$ cat src/rtl/instr_enc_pkg.sv
// Shared encodings for the instruction encoder/loader:
// request kinds, ALU codes, RV32I opcode fields, halt word.
package instr_enc_pkg;

  typedef enum logic [2:0] {
    K_R_ALU = 3'd0,
    K_I_ALU = 3'd1,
    K_LW    = 3'd2,
    K_SW    = 3'd3,
    K_BEQ   = 3'd4
  } kind_e;

  localparam logic [2:0] ALU_ADD = 3'b000;
  localparam logic [2:0] ALU_SUB = 3'b001;
  localparam logic [2:0] ALU_AND = 3'b010;
  localparam logic [2:0] ALU_OR  = 3'b011;
  localparam logic [2:0] ALU_SLT = 3'b101;

  localparam logic [6:0] OP_R   = 7'b0110011;
  localparam logic [6:0] OP_I   = 7'b0010011;
  localparam logic [6:0] OP_LW  = 7'b0000011;
  localparam logic [6:0] OP_SW  = 7'b0100011;
  localparam logic [6:0] OP_BEQ = 7'b1100011;

  localparam logic [2:0] F3_ADD = 3'b000;
  localparam logic [2:0] F3_AND = 3'b111;
  localparam logic [2:0] F3_OR  = 3'b110;
  localparam logic [2:0] F3_SLT = 3'b010;
  localparam logic [2:0] F3_W   = 3'b010;
  localparam logic [2:0] F3_BEQ = 3'b000;

  localparam logic [6:0] F7_BASE = 7'b0000000;
  localparam logic [6:0] F7_SUB  = 7'b0100000;

  // beq x0,x0,0 : spins in place
  localparam logic [31:0] HALT_WORD = 32'h0000_0063;

endpackage

$ cat src/rtl/rv_encode.sv
// Combinational encoder: symbolic request -> RV32I word
// plus a legality flag.
module rv_encode
  import instr_enc_pkg::*;
(
  input  logic [2:0]  kind_i,
  input  logic [2:0]  alu_i,
  input  logic [4:0]  rd_i,
  input  logic [4:0]  rs1_i,
  input  logic [4:0]  rs2_i,
  input  logic [12:0] imm_i,
  output logic [31:0] word_o,
  output logic        legal_o
);

  logic [2:0] f3;
  logic [6:0] f7;
  logic       alu_ok;
  logic       is_sub;

  // Map the ALU code onto funct3/funct7
  always_comb begin
    f3     = F3_ADD;
    f7     = F7_BASE;
    alu_ok = 1'b1;
    is_sub = 1'b0;
    unique case (alu_i)
      ALU_ADD: f3 = F3_ADD;
      ALU_SUB: begin
        f7     = F7_SUB;
        is_sub = 1'b1;
      end
      ALU_AND: f3 = F3_AND;
      ALU_OR:  f3 = F3_OR;
      ALU_SLT: f3 = F3_SLT;
      default: alu_ok = 1'b0;
    endcase
  end

  // Pack fields per instruction format
  always_comb begin
    word_o  = '0;
    legal_o = 1'b0;
    unique case (1'b1)
      kind_i == K_R_ALU: begin
        word_o  = {f7, rs2_i, rs1_i,
                   f3, rd_i, OP_R};
        legal_o = alu_ok;
      end
      kind_i == K_I_ALU: begin
        word_o  = {imm_i[11:0], rs1_i,
                   f3, rd_i, OP_I};
        legal_o = alu_ok && !is_sub;
      end
      kind_i == K_LW: begin
        word_o  = {imm_i[11:0], rs1_i,
                   F3_W, rd_i, OP_LW};
        legal_o = 1'b1;
      end
      kind_i == K_SW: begin
        word_o  = {imm_i[11:5], rs2_i, rs1_i,
                   F3_W, imm_i[4:0], OP_SW};
        legal_o = 1'b1;
      end
      kind_i == K_BEQ: begin
        word_o  = {imm_i[12], imm_i[10:5],
                   rs2_i, rs1_i, F3_BEQ,
                   imm_i[4:1], imm_i[11], OP_BEQ};
        legal_o = !imm_i[0];
      end
      default: ;
    endcase
  end

endmodule

$ cat src/rtl/instr_encoder_loader.sv
// Encodes micro-op requests and streams them into imem.
// Optional halt-word append: define INSTR_ENC_HALT_EN.
module instr_encoder_loader
  import instr_enc_pkg::*;
#(
  parameter int unsigned          DEPTH     = 64,
  parameter int unsigned          ADDR_W    = 32,
  parameter logic [ADDR_W-1:0]    BASE_ADDR = '0,
  localparam int unsigned         CW = $clog2(DEPTH+1)
) (
  input  logic              clk_i,
  input  logic              rst_i,
  input  logic              clear_i,
  input  logic              req_valid_i,
  output logic              req_ready_o,
  input  logic [2:0]        req_kind_i,
  input  logic [2:0]        req_alu_i,
  input  logic [4:0]        req_rd_i,
  input  logic [4:0]        req_rs1_i,
  input  logic [4:0]        req_rs2_i,
  input  logic [12:0]       req_imm_i,
  input  logic              finish_i,
  output logic              mem_we_o,
  output logic [ADDR_W-1:0] mem_addr_o,
  output logic [31:0]       mem_wdata_o,
  output logic              err_o,
  output logic              full_o,
  output logic [CW-1:0]     count_o
);

  typedef enum logic [1:0] {
    S_IDLE,
    S_WRITE,
    S_FULL
  } state_e;

  localparam logic [CW-1:0] LAST = CW'(DEPTH - 1);

  state_e            state_q;
  logic [ADDR_W-1:0] addr_q;
  logic [ADDR_W-1:0] addr_d;
  logic [CW-1:0]     count_q;
  logic [31:0]       wdata_q;
  logic              we_q;
  logic              err_q;
  logic              full_q;
  logic              halt_q;

  logic [31:0] enc_word;
  logic        enc_legal;
  logic        idle_ok;
  logic        accept;
  logic        halt_go;

  rv_encode u_enc (
    .kind_i  (req_kind_i),
    .alu_i   (req_alu_i),
    .rd_i    (req_rd_i),
    .rs1_i   (req_rs1_i),
    .rs2_i   (req_rs2_i),
    .imm_i   (req_imm_i),
    .word_o  (enc_word),
    .legal_o (enc_legal)
  );

  assign idle_ok = (state_q == S_IDLE)
                && !full_q && !clear_i;

`ifdef INSTR_ENC_HALT_EN
  assign halt_go     = idle_ok && finish_i;
  assign req_ready_o = idle_ok && !finish_i;
`else
  logic unused_finish;
  assign unused_finish = finish_i;
  assign halt_go       = 1'b0;
  assign req_ready_o   = idle_ok;
`endif

  assign accept = req_valid_i && req_ready_o;
  assign addr_d = addr_q + ADDR_W'(4);

  // Loader FSM: accept, write for one cycle, advance
  always_ff @(posedge clk_i) begin
    if (rst_i) begin
      state_q <= S_IDLE;
      addr_q  <= BASE_ADDR;
      count_q <= '0;
      wdata_q <= '0;
      we_q    <= 1'b0;
      err_q   <= 1'b0;
      full_q  <= 1'b0;
      halt_q  <= 1'b0;
    end else if (clear_i) begin
      state_q <= S_IDLE;
      addr_q  <= BASE_ADDR;
      count_q <= '0;
      we_q    <= 1'b0;
      err_q   <= 1'b0;
      full_q  <= 1'b0;
      halt_q  <= 1'b0;
    end else begin
      unique case (state_q)
        S_IDLE: begin
          we_q  <= 1'b0;
          err_q <= 1'b0;
          if (halt_go) begin
            wdata_q <= HALT_WORD;
            we_q    <= 1'b1;
            halt_q  <= 1'b1;
            state_q <= S_WRITE;
          end else if (accept) begin
            if (enc_legal) wdata_q <= enc_word;
            we_q    <= enc_legal;
            err_q   <= !enc_legal;
            halt_q  <= 1'b0;
            state_q <= S_WRITE;
          end
        end
        S_WRITE: begin
          we_q  <= 1'b0;
          err_q <= 1'b0;
          if (we_q) begin
            addr_q  <= addr_d;
            count_q <= count_q + 1'b1;
          end
          if (we_q && (halt_q || count_q == LAST)) begin
            full_q  <= 1'b1;
            state_q <= S_FULL;
          end else begin
            state_q <= S_IDLE;
          end
        end
        S_FULL: full_q <= 1'b1;
        default: state_q <= S_IDLE;
      endcase
    end
  end

  assign mem_we_o    = we_q && !clear_i && !rst_i;
  assign mem_addr_o  = addr_q;
  assign mem_wdata_o = wdata_q;
  assign err_o       = err_q;
  assign full_o      = full_q;
  assign count_o     = count_q;

endmodule

$ cat config.mk
export PLATFORM = sky130hd
export DESIGN_NAME = instr_encoder_loader
export DESIGN_NICKNAME = d
export VERILOG_FILES = /design/src/rtl/instr_enc_pkg.sv /design/src/rtl/rv_encode.sv /design/src/rtl/instr_encoder_loader.sv
export SDC_FILE = /design/constraint.sdc
export NUM_CORES = 1
export LEC_CHECK = 0
export CAP_MARGIN = 20
export CORE_ASPECT_RATIO = 1.5
export CORE_MARGIN = 3
export CORE_UTILIZATION = 40
export DETAILED_ROUTE_END_ITERATION = 10
export PLACE_DENSITY = 0.79
export SYNTH_ARGS = -nofsm -noshare
export SYNTH_HDL_FRONTEND = slang
export SYNTH_HIERARCHICAL = 1
export SYNTH_SLANG_ARGS = --single-unit
$ cat constraint.sdc
create_clock -name clk_i -period 4.5 [get_ports clk_i]
set_input_delay 0.675 -clock clk_i [delete_from_list [all_inputs] [get_ports clk_i]]
set_output_delay 0.675 -clock clk_i [all_outputs]
set_load 0.005 [all_outputs]
==> impl_metrics.csv, run 1 <==
group,metric,value,unit
status,status,"complete, no violations",
routing,drt_pass1_iterations,6,
clock_tree,hold_buffers,0,
sta,finalCriticalPeriod,2.84,ns
worst_setup_path,max_stage_delay,0.62,ns
yosys,synth_top_area_frac,0.411,
yosys,yosys-mux-area-fraction,0.0167,
yosys,avgSynthCellArea,8.01,sq um
worst_hold_path,hp-class,"reg2reg",
yosys,synth-simple-area-share,0.292,
sta,max_freq,352,MHz
yosys,yosys.area.top_type,"dfxtp_1",
yosys,synth_area,3610,sq um
routing,vias,3551,
clock_tree,htree_levels,3,
floorplan,initial_core_util,0.418,
routing,ant_nets,0,
clock_tree,clkSlewWorstSetupHoldPaths,0.06,ns
yosys,yosysWarnings,6,
sta,finalCritPeriodShare,0.632,
yosys,ys_seq_area_frac,0.411,
yosys,synth-seq-cells,74,
clock_tree,cts_resized,0,
clock_tree,cts_tree,"yes",
worst_setup_path,crit_chain,"clkdlybuf4s50_1, nor4_1, clkdlybuf4s50_1",
place,place_hpwl,7.14,mm
clock_tree,cts-buffers-inserted,9,
sta,tightest_slew,0.739,ns
floorplan,io_pins,114,
finish,regArea,1480,sq um
floorplan,die-width,83.5,um
power,leakagePower,1.66,nW
sta,skew,0.00407,ns
clock_tree,clkSinkCount,74,
yosys,synth_common_cells,"nand2_1 (87), dfxtp_1 (74), a21oi_1 (63), nor2_1 (19)",
finish,insertedDiodeCount,0,
sta,tns,0,ns
job,drv_cap,0,
routing,drc_errors,0,
finish,syn_to_final_growth,39.3,%
sta,grt_setup_unrepaired,"false",
clock_tree,cts_setup_buffers,0,
yosys,synth.distinct_cells,47,
yosys,synth_top_family_by_area,"simple AND/OR/NAND/NOR gates",
power,power.density,308,nW/um^2
routing,dr.first_iter.drc_count,141,
worst_setup_path,cp-end-kind,"primary output",
yosys,synth_edf_count,0,
worst_setup_path,critical_path_class,"in2out",
yosys,synth_cells,450,
finish,multi_input_area,1930,sq um
finish,drive_gt1_frac,0.0524,
sta,setup_viol,0,
worst_setup_path,crit_top_cell,"clkdlybuf4s50_1",
sta,slew_headroom,0.507,
worst_setup_path,arrival,2.17,ns
worst_setup_path,worst-path-max-fanout,4,
floorplan,row_count,41,
grt,grt_max_degree,41,
yosys,yosys.cell_count.top_type,"nand2_1",
yosys,synth-xor-area-share,0.0389,
grt,grt-ovfl-total,0,
floorplan,die_area,10200,sq um
place,portBuffers,110,
routing,wl_per_cell,14.6,um
yosys,synth_compound_area_frac,0.176,
place,gp_congestion,0.874,
power,ir_drop,0.000209,V
yosys,async_flop_share,0,
worst_setup_path,start_kind,"input port",
clock_tree,clkLatencyLatePin,0.33,ns
routing,wl,9.60,mm
grt,grt_usage,0.191,
worst_setup_path,cp_slowest_cell,"clkdlybuf4s50_1",
sta,drv_slew,0,
clock_tree,root_buffer,"clkbuf_16",
clock_tree,cts_buffer_depth,2,
grt,grt_pass1_wl,15.9,mm
yosys,dominantRegCellSynth,"dfxtp_1",
sta,holdWs,0.451,ns
routing,via_per_inst,5.38,
yosys,synth_adder_area_share,0.00694,
grt,grt_pass1_vias,3375,
grt,antenna_found_initial,0,
yosys,synth_area_leaders,"dfxtp_1 (41%), nand2_1 (9.1%), a21oi_1 (8.7%), or4_1 (2.7%), o31ai_1 (2.5%)",
sta,finalHoldViolations,0,
finish,fillers,779,
floorplan,core_area,8620,sq um
floorplan,die_y,122,um
finish,fin_nets,589,
worst_setup_path,cp.required,3.83,ns
sequential cells by signal (all words and copies together) (netlist names):
name	count
full_o	1
mem_wdata_o	32
state_q	2
we_q	1
mem_addr_o	30
err_o	1
count_o	7
where the power goes:
| group | switching, mW | internal (mW) |
|---|---|---|
| Clock | 0.276 | 0.462 |
| Sequential | 0.00472 | 0.663 |
| Combinational | 0.0680 | 0.0706 |
| Total | 0.349 | 1.20 |
final cells by class:
cell class / instances / share of cell area
timing repair buffer: 116 / 0.228
multi-input combinational: 341 / 0.383
inverter: 6 / 0.00448
clock inverter: 5 / 0.0120
tap: 107 / 0.0267
sequential: 74 / 0.295
clock buffer: 11 / 0.0503
metrics by stage:
step / utilization / setup WS [ns] / power [mW] / instance area (sq um) / cells
detailed placement: 0.546 / 1.55 / 0.821 / 4710 / 644
CTS: 0.583 / 1.62 / 1.56 / 5020 / 660
finish: 0.583 / 1.66 / 1.54 / 5020 / 660
global route: 0.583 / 1.45 / 1.60 / 5020 / 660
global placement: 0.546 / 1.59 / 0.818 / 4710 / 644
floorplan: - / 2.47 / 0.757 / 3610 / 452
kinds of logic (layout without fill, tap and decap cells):
family	count (synthesis)	in the layout
compound gates	111	111
xor+xnor	16	16
fa+ha+maj	2	2
buf+inv	37	138
flops	74	74
mux	6	6
other cells	2	4
simple gates	202	202
metal layers:
| metal | vias to the layer above | GRT usage | part of all wire |
|---|---|---|---|
| met5 | - | 0 | 0 |
| met2 | 112 | 0.356 | 0.53 |
| li1 | 1773 | - | - |
| met4 | 0 | 0.0865 | 0.020 |
| met1 | 1650 | 0.202 | 0.38 |
| met3 | 16 | 0.0477 | 0.064 |
path summary, 6_finish.rpt:
kind	slack (ns)	startpoint	depth (start not counted)	end
worst max register to register	2.15	mem_addr_o[6]$_SDFFE_PP0P_	4	mem_addr_o[19]$_SDFFE_PP0P_
worst min register to register	0.45	mem_wdata_o[22]$_SDFFE_PP0P_	2	mem_wdata_o[22]$_SDFFE_PP0P_
worst max-delay path	1.66	clear_i	3	req_ready_o
worst min-delay path	0.45	mem_wdata_o[22]$_SDFFE_PP0P_	2	mem_wdata_o[22]$_SDFFE_PP0P_
cells in the final DEF, fill, tap and decap left out, types with 5 or more instances in the layout:
cell	count
o21ai_1	9
clkdlybuf4s50_1	110
and2_1	13
o31ai_1	12
nand2_1	87
or4_1	13
a21oi_1	63
nand4_1	13
nor2b_1	9
inv_1	6
and3_1	5
xor2_1	8
o21ai_0	6
mux2i_1	6
xnor2_1	8
or3_1	7
buf_4	6
a31oi_1	6
nor2_1	19
dfxtp_1	74
a32oi_1	5
nand3_1	10
o22ai_1	5
clkbuf_16	9
critical path: cells and delay by family:
family / cells / cell delay (ns)
AND/OR/NAND/NOR: 1 / 0.42
buffers and inverters: 2 / 1.07
Note: power is estimated with default switching activity, not from simulation.
==> run 2, diff against run 1 <==
==> constraint.sdc (replaced) <==
create_clock -name clk_i -period 2.65 [get_ports clk_i]
set_input_delay 0.3975 -clock clk_i [delete_from_list [all_inputs] [get_ports clk_i]]
set_output_delay 0.3975 -clock clk_i [all_outputs]
set_load 0.005 [all_outputs]
==> run 2 against run 1 <==
Effect of this change: sequential share of layout area shrank 0.26 points; highest routed layer unchanged; final cell count grew 0.45%; register-to-register slack lost 1.8 ns; die area is the same; sequential power grew 69%; design area grew 0.90%; wire length grew 3.4%; non-clock buffer count grew 3; core utilization grew 0.52 points.
==> impl_metrics.csv, run 2 (same netlist as run 1, synthesis figures left out) <==
group,metric,value,unit
status,status,"complete, no violations",
worst_setup_path,r2r_end,"mem_addr_o[19]$_SDFFE_PP0P_",
grt,busiest_layer,"met2",
worst_hold_path,hold_start,"mem_wdata_o[29]$_SDFFE_PP0P_",
power,p_total,2.75,mW
place,place_hpwl,7.32,mm
power,switching_share,0.213,
grt,antenna_found_initial,0,
sta,finalCritPeriodShare,0.870,
finish,final_area,5070,sq um
finish,multi_input_area,1930,sq um
finish,drive_gt1_frac,0.0540,
sta,tns,0,ns
routing,wl_per_cell,15.0,um
clock_tree,htree_levels,3,
worst_setup_path,critical_path_class,"reg2reg",
power,combinationalPowerShare,0.087,
power,p_int,2.17,mW
routing,ant_nets,0,
worst_setup_path,worst-path-buf-inv,0,
worst_setup_path,cp.required,2.90,ns
worst_setup_path,crit_chain,"nand4b_1, or4_1, or4_1, a21oi_1",
worst_setup_path,arrival,2.56,ns
grt,grt_usage,0.197,
finish,final_common_cell,"clkdlybuf4s50_1",
power,p_clk_frac,0.501,
power,leakagePower,1.68,nW
worst_setup_path,r2r_cells,4,
clock_tree,root_buffer,"clkbuf_16",
worst_setup_path,worst-path-max-fanout,19,
routing,dr.first_iter.drc_count,126,
worst_setup_path,critPathTopFamily,"simple AND/OR/NAND/NOR gates",
job,drv_cap,0,
sta,skew,0.00356,ns
place,dp.cells,647,
floorplan,die_y,122,um
grt,grt-ovfl-total,0,
sta,grt_setup_unrepaired,"false",
grt,grt_use_met3,0.0645,
place,portBuffers,110,
sta,fin_ws,0.345,ns
sta,max_freq,434,MHz
floorplan,io_pins,114,
worst_hold_path,hold_depth,2,
sta,finalHoldViolations,0,
grt,grt_max_degree,41,
finish,largest_reg_flops,32,
worst_hold_path,holdPathEnd,"mem_wdata_o[29]$_SDFFE_PP0P_",
sta,tightest_slew,0.750,ns
place,pre_cts_slack,0.301,ns
worst_setup_path,max_stage_delay,0.76,ns
clock_tree,cts_setup_buffers,0,
power,p_switching,0.585,mW
grt,grt_pass1_vias,3509,
floorplan,die-width,83.5,um
worst_setup_path,r2r-start,"state_q[0]$_SDFFE_PP0P_",
clock_tree,cts_tree,"yes",
clock_tree,hold_buffers,0,
floorplan,row_count,41,
routing,vias,3632,
worst_hold_path,hp-class,"reg2reg",
clock_tree,cts_resized,0,
routing,wl,9.93,mm
worst_setup_path,cp_slowest_cell,"or4_1",
routing,drt_pass1_iterations,4,
floorplan,die_area,10200,sq um
clock_tree,cts_buffer_depth,2,
worst_setup_path,regToRegSetupSlack,0.34,ns
finish,layout_common_cells,"clkdlybuf4s50_1 (110), nand2_1 (87), dfxtp_1 (74), a21oi_1 (63), nor2_1 (19)",
floorplan,initial_core_util,0.418,
clock_tree,clkSlewWorstSetupHoldPaths,0.06,ns
worst_setup_path,crit_top_cell,"or4_1",
sta,drv_slew,0,
grt,grt_pass1_wl,16.3,mm
finish,insertedDiodeCount,0,
power,power_frac_seq,0.412,
finish,regArea,1480,sq um
worst_setup_path,start_kind,"flip-flop",
routing,via_per_inst,5.48,
clock_tree,cts-buffers-inserted,9,
finish,layoutNonFillerInstCount,663,
finish,syn_to_final_growth,40.5,%
finish,fin_nets,592,
floorplan,core_area,8620,sq um
sta,finalCriticalPeriod,2.31,ns
grt,grtUsageMet1,0.196,
routing,drc_errors,0,
grt,use_met2,0.380,
place,place_area,4730,sq um
place,gp_congestion,0.851,
sta,slew_headroom,0.500,
sta,setup_viol,0,
finish,fillers,798,
worst_setup_path,cp-end-kind,"flip-flop",
power,power.density,543,nW/um^2
clock_tree,clkSinkCount,74,
power,ir_drop,0.000342,V
clock_tree,clkLatencyLatePin,0.33,ns
[run 2: area by class of cell]
cell class | count | area share
multi-input combinational | 341 | 0.380
sequential | 74 | 0.292
timing repair buffer | 119 | 0.231
clock buffer | 11 | 0.0459
tap | 107 | 0.0264
clock inverter | 5 | 0.0202
inverter | 6 | 0.00444
[run 2: how the worst max path moves through the flow]
stage	start	slack [ns]	depth (start not counted)	to
detailed placement	req_kind_i[0]	0.30	8	mem_wdata_o[21]$_SDFFE_PP0P_
floorplan	mem_addr_o[2]$_SDFFE_PP0P_	0.62	6	mem_addr_o[28]$_SDFFE_PP0P_
global placement	req_kind_i[0]	0.38	8	mem_wdata_o[7]$_SDFFE_PP0P_
CTS	mem_addr_o[4]$_SDFFE_PP0P_	0.35	4	mem_addr_o[19]$_SDFFE_PP0P_
global route	mem_addr_o[7]$_SDFFE_PP0P_	0.22	4	mem_addr_o[19]$_SDFFE_PP0P_
finish	state_q[0]$_SDFFE_PP0P_	0.34	4	mem_addr_o[19]$_SDFFE_PP0P_
[run 2: power by group through the flow]
stage | combinational [mW] | sequential, mW | clock (mW)
floorplan | 0.126 | 1.16 | 0
global placement | 0.234 | 1.16 | 0
detailed placement | 0.239 | 1.16 | 0
CTS | 0.240 | 1.13 | 1.39
global route | 0.261 | 1.14 | 1.45
finish | 0.239 | 1.13 | 1.38
[run 2: metrics by stage]
| stage | hold slack [ns] | utilization |
|---|---|---|
| CTS | 0.454 | 0.588 |
| global placement | 0.442 | 0.549 |
| detailed placement | 0.449 | 0.549 |
| global route | 0.475 | 0.588 |
| floorplan | 0.448 | - |
| finish | 0.453 | 0.588 |
[run 2: worst min-delay path: stages (launching register included)]
cell	delay, ns
dfxtp_1	0.30
nand2_1	0.05
a21oi_1	0.05
[run 2: metal layers]
| metal | share of wire | vias up |
|---|---|---|
| met4 | 0.020 | 0 |
| met3 | 0.076 | 18 |
| met1 | 0.37 | 1697 |
| met5 | 0 | - |
| li1 | - | 1786 |
| met2 | 0.53 | 131 |
